**config.mk**
```make
export PLATFORM = sky130hd
export DESIGN_NAME = counter_scheduler
export DESIGN_NICKNAME = d
export VERILOG_FILES = /design/src/rtl/counter_scheduler_pkg.sv /design/src/rtl/counter_scheduler_rr_arbiter.sv /design/src/rtl/counter_scheduler.sv
export SDC_FILE = /design/constraint.sdc
export NUM_CORES = 1
export LEC_CHECK = 0
export CAP_MARGIN = 20
export CORE_ASPECT_RATIO = 1.4
export CORE_UTILIZATION = 41
export CTS_BUF_LIST = sky130_fd_sc_hd__clkbuf_16
export DETAILED_ROUTE_END_ITERATION = 7
export PLACE_DENSITY = 0.78
export SYNTH_ARGS = -nofsm -noshare
export SYNTH_HDL_FRONTEND = slang
export SYNTH_SLANG_ARGS = --single-unit
```
**constraint.sdc**
```tcl
create_clock -name clock -period 2.2 [get_ports clock]
set_clock_uncertainty 0.15 [all_clocks]
set_input_delay 0.22 -clock clock [delete_from_list [all_inputs] [get_ports clock]]
set_output_delay 0.22 -clock clock [all_outputs]
set_load 0.02 [all_outputs]
```
**src/rtl/counter_scheduler_pkg.sv**
```systemverilog
// Shared types, defaults and helpers for the counter scheduler.
package counter_scheduler_pkg;

  // Default counter width and terminal value substituted for a zero limit.
  localparam int unsigned CntWidthDef     = 8;
  localparam int unsigned DefaultLimitDef = 10;

  // Widest requester vector the scheduler supports.
  localparam int unsigned MaxReq = 8;

  typedef enum logic [1:0] {
    StIdle = 2'd0,
    StRun  = 2'd1,
    StDone = 2'd2
  } state_e;

  // One-hot vector with a single bit set at position index.
  function automatic logic [MaxReq-1:0] onehot(input int unsigned index);
    return MaxReq'(1) << index;
  endfunction

endpackage

```
**src/rtl/counter_scheduler_rr_arbiter.sv**
```systemverilog
// Combinational round-robin picker: first set req bit at or above ptr, wrapping.
module counter_scheduler_rr_arbiter #(
  parameter int unsigned NUM_REQ = 4,
  localparam int unsigned IdxW   = (NUM_REQ > 1) ? $clog2(NUM_REQ) : 1
) (
  input  logic [NUM_REQ-1:0] req,
  input  logic [IdxW-1:0]    ptr,
  output logic [IdxW-1:0]    owner,
  output logic               valid
);

  logic [IdxW-1:0] cand;

  // Walk from the farthest offset back to ptr so the nearest set bit wins.
  always_comb begin
    owner = '0;
    valid = 1'b0;
    cand  = '0;
    for (int i = NUM_REQ - 1; i >= 0; i--) begin
      cand = IdxW'((int'(ptr) + i) % NUM_REQ);
      if (req[cand]) begin
        owner = cand;
        valid = 1'b1;
      end
    end
  end

endmodule

```
**src/rtl/counter_scheduler.sv**
```systemverilog
// Round-robin sharing of one modulo counter between NUM_REQ requesters.
module counter_scheduler
  import counter_scheduler_pkg::*;
#(
  parameter int unsigned NUM_REQ       = 4,
  parameter int unsigned CNT_WIDTH     = CntWidthDef,
  parameter int unsigned DEFAULT_LIMIT = DefaultLimitDef
) (
  input  logic                         clock,
  input  logic                         reset,
  input  logic [NUM_REQ-1:0]           req,
  input  logic [NUM_REQ*CNT_WIDTH-1:0] limit,
  output logic [NUM_REQ-1:0]           grant,
  output logic [CNT_WIDTH-1:0]         count,
  output logic                         busy,
  output logic [NUM_REQ-1:0]           done
);

  localparam int unsigned IdxW = (NUM_REQ > 1) ? $clog2(NUM_REQ) : 1;
  localparam logic [CNT_WIDTH-1:0] DefLimit = CNT_WIDTH'(DEFAULT_LIMIT);

  state_e               state_q, state_d;
  logic [IdxW-1:0]      ptr_q, ptr_d;
  logic [IdxW-1:0]      owner_q, owner_d;
  logic [CNT_WIDTH-1:0] limit_q, limit_d;
  logic [CNT_WIDTH-1:0] count_q, count_d;
  logic [NUM_REQ-1:0]   grant_q, grant_d;
  logic [NUM_REQ-1:0]   done_q, done_d;
  logic                 busy_q, busy_d;

  logic [IdxW-1:0]      arb_owner;
  logic                 arb_valid;
  logic [CNT_WIDTH-1:0] sel_limit;

  counter_scheduler_rr_arbiter #(
    .NUM_REQ (NUM_REQ)
  ) u_arb (
    .req   (req),
    .ptr   (ptr_q),
    .owner (arb_owner),
    .valid (arb_valid)
  );

  assign sel_limit = limit[arb_owner*CNT_WIDTH +: CNT_WIDTH];

  // Next-state: arbitration in idle, counting in run, single-cycle done pulse.
  always_comb begin
    state_d = state_q;
    ptr_d   = ptr_q;
    owner_d = owner_q;
    limit_d = limit_q;
    count_d = count_q;
    grant_d = grant_q;
    busy_d  = busy_q;
    done_d  = '0;
    unique case (state_q)
      StIdle: begin
        if (arb_valid) begin
          state_d = StRun;
          owner_d = arb_owner;
          limit_d = (sel_limit == '0) ? DefLimit : sel_limit;
          count_d = '0;
          grant_d = NUM_REQ'(onehot(int'(arb_owner)));
          busy_d  = 1'b1;
          ptr_d   = (arb_owner == IdxW'(NUM_REQ - 1)) ? '0 : arb_owner + IdxW'(1);
        end
      end
      StRun: begin
        // Abort wins over terminal count when both happen together.
        if (!req[owner_q]) begin
          state_d = StIdle;
          count_d = '0;
          grant_d = '0;
          busy_d  = 1'b0;
        end else if (count_q == limit_q) begin
          state_d = StDone;
          count_d = '0;
          grant_d = '0;
          busy_d  = 1'b0;
          done_d  = NUM_REQ'(onehot(int'(owner_q)));
        end else begin
          count_d = count_q + CNT_WIDTH'(1);
        end
      end
      StDone: begin
        state_d = StIdle;
      end
      default: begin
        state_d = StIdle;
        count_d = '0;
        grant_d = '0;
        busy_d  = 1'b0;
      end
    endcase
  end

  // State register with synchronous active-high reset.
  always_ff @(posedge clock) begin
    if (reset) begin
      state_q <= StIdle;
      ptr_q   <= '0;
      owner_q <= '0;
      limit_q <= '0;
      count_q <= '0;
      grant_q <= '0;
      busy_q  <= 1'b0;
      done_q  <= '0;
    end else begin
      state_q <= state_d;
      ptr_q   <= ptr_d;
      owner_q <= owner_d;
      limit_q <= limit_d;
      count_q <= count_d;
      grant_q <= grant_d;
      busy_q  <= busy_d;
      done_q  <= done_d;
    end
  end

  assign grant = grant_q;
  assign count = count_q;
  assign busy  = busy_q;
  assign done  = done_q;

endmodule

```
==> metrics.yaml, run 1 <==
status: "finished, violations left"
violations: "negative setup slack"
slowest_delay_ps: 510
required_ps: 2240
drive_gt1_share_pct: 22.1
grt_pass1_vias: 1789
dr.first_iter.drc_count: 43
max_slew_margin_pct: 36.7
path_cells: "nand2_1 -> a221o_1 -> nand2_2 -> inv_6 -> buf_4 -> a211oi_2 -> o22ai_1 -> or4_4 -> a211oi_2"
fmaxAchievable_mhz: 412
hold_class: "reg2reg"
ys_seq_area_share_pct: 36.5
period_minus_slack_ps: 2430
num_rows: 27
cp.buffers_inverters: 2
ant_nets: 0
cts.path.max_buffers: 2
met1_usage_pct: 24.0
rsz0062_at_grt: "true"
synth.cell_area_mm2: 0.00170
antenna_found_initial: 0
max-cap-violations: 0
syn_inst: 202
finalHoldViolCount: 0
finalCritPeriodShare_pct: 110
synth_edf_count: 0
synth_flop_cell: "dfxtp_1"
grt_use_met2_pct: 41.8
design_area_mm2: 0.00280
cts_buffers: 5
yosys.area.top_type: "dfxtp_1"
p_per_area_mw_per_mm2: 793
die_area_mm2: 0.00442
dr_total_vias: 1773
cts_tree: "done"
grt_util_all_layers_pct: 22.5
top_usage_layer: "met2"
drt-wirelength-per-cell_um: 13.7
fin_total_pwr_w: 0.00222
antenna_cells: 0
drt-total-wl_um: 4540
dr.pass1.iters: 4
areaGrowthSynthToFinish_pct: 64.6
synthTopCellsByArea: "dfxtp_1, xor2_1, nor2_1, a211oi_1, a21oi_1"
viasPerCell: 5.34
tightest_slew_ps: 943
yosys_warnings: 0
crit_family: "compound AO/OA/AOI/OAI gates"
met3_usage_pct: 4.78
portBuffers: 54
grt_pass1_wl_um: 7860
clock-sinks: 31
critPathSlowestCell: "or4_4"
overflow: 0
synthMostInstantiatedCell: "dfxtp_1"
clk_latency_ps: 280
ir_worst_vdd_mv: 0.745
cp_max_fo: 14
initial_core_util_pct: 43.1
core_mm2: 0.00395
place_ws_ps: -651
htreeDepth: 2
synthTopCellsByCount: "dfxtp_1, nor2_1, a21oi_1, nand2_1"
cp-start-kind: "flop"
pin_count: 55
timing.final.ws_setup_ps: -227
ys_ff_latch: 31
worstSetupPathType: "reg2reg"
die_h_um: 78.2
hpwl_um: 3320
cp.arrival_ps: 2470
grt_max_degree: 19
maxSlewViolCount: 0
hold_buffers: 0
p_leak_nw: 1.13
endpoint_kind: "flop"
syn_avg_cell_area_um2: 8.42
clk_pin_slew_ps: 50
crit_path_frequent_cell: "a211oi_2"
root_buffer: "clkbuf_16"
synth_nets: 245
die_w_um: 56.4
ys_types: 34
fin_nets: 331
fillers: 286
yosysTopAreaCellShare_pct: 36.5
async_flop_share_pct: 0
setup_viol: 2
dpl-instance-area_mm2: 0.00253
drcViolationCount: 0
gp_congestion: 0.817
-- metal layers --
layer	part of all wire, %	vias to the layer above
met5	0	-
met4	1.9	0
met3	3.3	7
met2	54	44
met1	41	828
li1	-	894
-- final cells by class --
type / count / area, µm² / share of cell area [%]
clock inverters: 3 / 38.8 / 1.39
repair inverters: 1 / 7.51 / 0.268
multi-input cells: 158 / 1120 / 39.9
clock buffers: 5 / 125 / 4.47
repair buffers: 87 / 812 / 29.0
flip-flops and latches: 31 / 624 / 22.3
well taps: 43 / 53.8 / 1.92
inverters: 4 / 20.0 / 0.715
-- through the flow --
stage / cells / utilization [%] / TNS, ps / hold WS [ps]
4_1_cts: 332 / 69.4 / -584 / 303
6_report: 332 / 70.8 / -441 / 297
2_1_floorplan: 202 / - / -167 / 313
5_1_grt: 332 / 70.8 / -625 / 322
3_3_place_gp: 321 / 64.0 / -3030 / 291
3_5_place_dp: 321 / 64.0 / -3610 / 296
-- placed cells by master (no fill, tap or decap), types with 2 or more instances in the layout --
cell | Yosys | layout
nand2_1 | 14 | 14
buf_12 | 0 | 2
xnor2_1 | 2 | 2
a21boi_1 | 9 | 9
buf_4 | 0 | 31
nor2b_1 | 3 | 3
mux2i_1 | 3 | 3
a21boi_0 | 7 | 7
nor2_1 | 29 | 29
nor3_1 | 9 | 8
o22ai_1 | 4 | 3
xor2_1 | 13 | 13
dfxtp_1 | 31 | 30
clkbuf_16 | 0 | 5
nor4_1 | 3 | 3
nand4_1 | 5 | 5
inv_1 | 2 | 2
a211oi_4 | 0 | 4
a21oi_1 | 16 | 16
dlygate4sd2_1 | 0 | 3
nand3_1 | 2 | 2
nand2b_1 | 5 | 5
a211oi_2 | 6 | 10
ha_1 | 5 | 5
clkdlybuf4s50_1 | 0 | 50
a211oi_1 | 13 | 5
-- final timing paths --
path | to | startpoint | slack (ps) | depth (start not counted)
hold reg to reg | grant[0] | grant[0] | 300 | 2
hold / removal | grant[0] | grant[0] | 300 | 2
setup / recovery | limit_q[3] | ptr_q[1] | -230 | 9
setup reg to reg | limit_q[3] | ptr_q[1] | -230 | 9
-- cell families (layout without fill, tap and decap cells) --
group                      count (synthesis)  in the layout  synth area share [%]
muxes                                      4              4                  2.43
adders and majority gates                  5              5                  3.68
and+or+nand+nor                           74             74                  20.5
AOI/OAI and AO/OA                         60             60                  25.8
DFF                                       31             31                  36.5
buffers and inverters                     13            100                  3.38
xor gates and xnor gates                  15             15                  7.72
-- timing repair --
action                                  4_1_cts  5_1_grt
endpoints found under the setup margin        2        2
setup buffers                                 2        0
gates cloned                                  1        0
pin swaps                                     2        2
resized for setup                            10       10
-- worst min-delay path: stages, from the launching register on --
cell	delay, ps
dfxtp_1	300
nand2_1	50
a21oi_1	50
-- state kept, by name (all words and copies together), names as in the netlist --
signal / flops
busy: 1
count: 8
done: 4
grant: 4
limit_q: 8
owner_q: 2
ptr_q: 2
state_q: 2
-- where the power goes --
group          leakage, nW  switching [W]  internal [W]  total, W
Combinational        0.799       0.000390      0.000401  0.000791
Clock               0.0812       0.000238      0.000527  0.000765
Sequential           0.254      0.0000437      0.000622  0.000666
No activity file was read; power rests on OpenSTA's default activity.
==> run 2: changes to the inputs <==
--- a/config.mk
+++ b/config.mk
@@ -9,6 +9,7 @@
 export CORE_ASPECT_RATIO = 1.4
 export CORE_UTILIZATION = 41
 export CTS_BUF_LIST = sky130_fd_sc_hd__clkbuf_16
+export CTS_CLUSTER_DIAMETER = 120
 export DETAILED_ROUTE_END_ITERATION = 7
 export PLACE_DENSITY = 0.78
 export SYNTH_ARGS = -nofsm -noshare
==> results of run 2 <==
The final DEF is identical to that of run 1; final timing and power are the same.
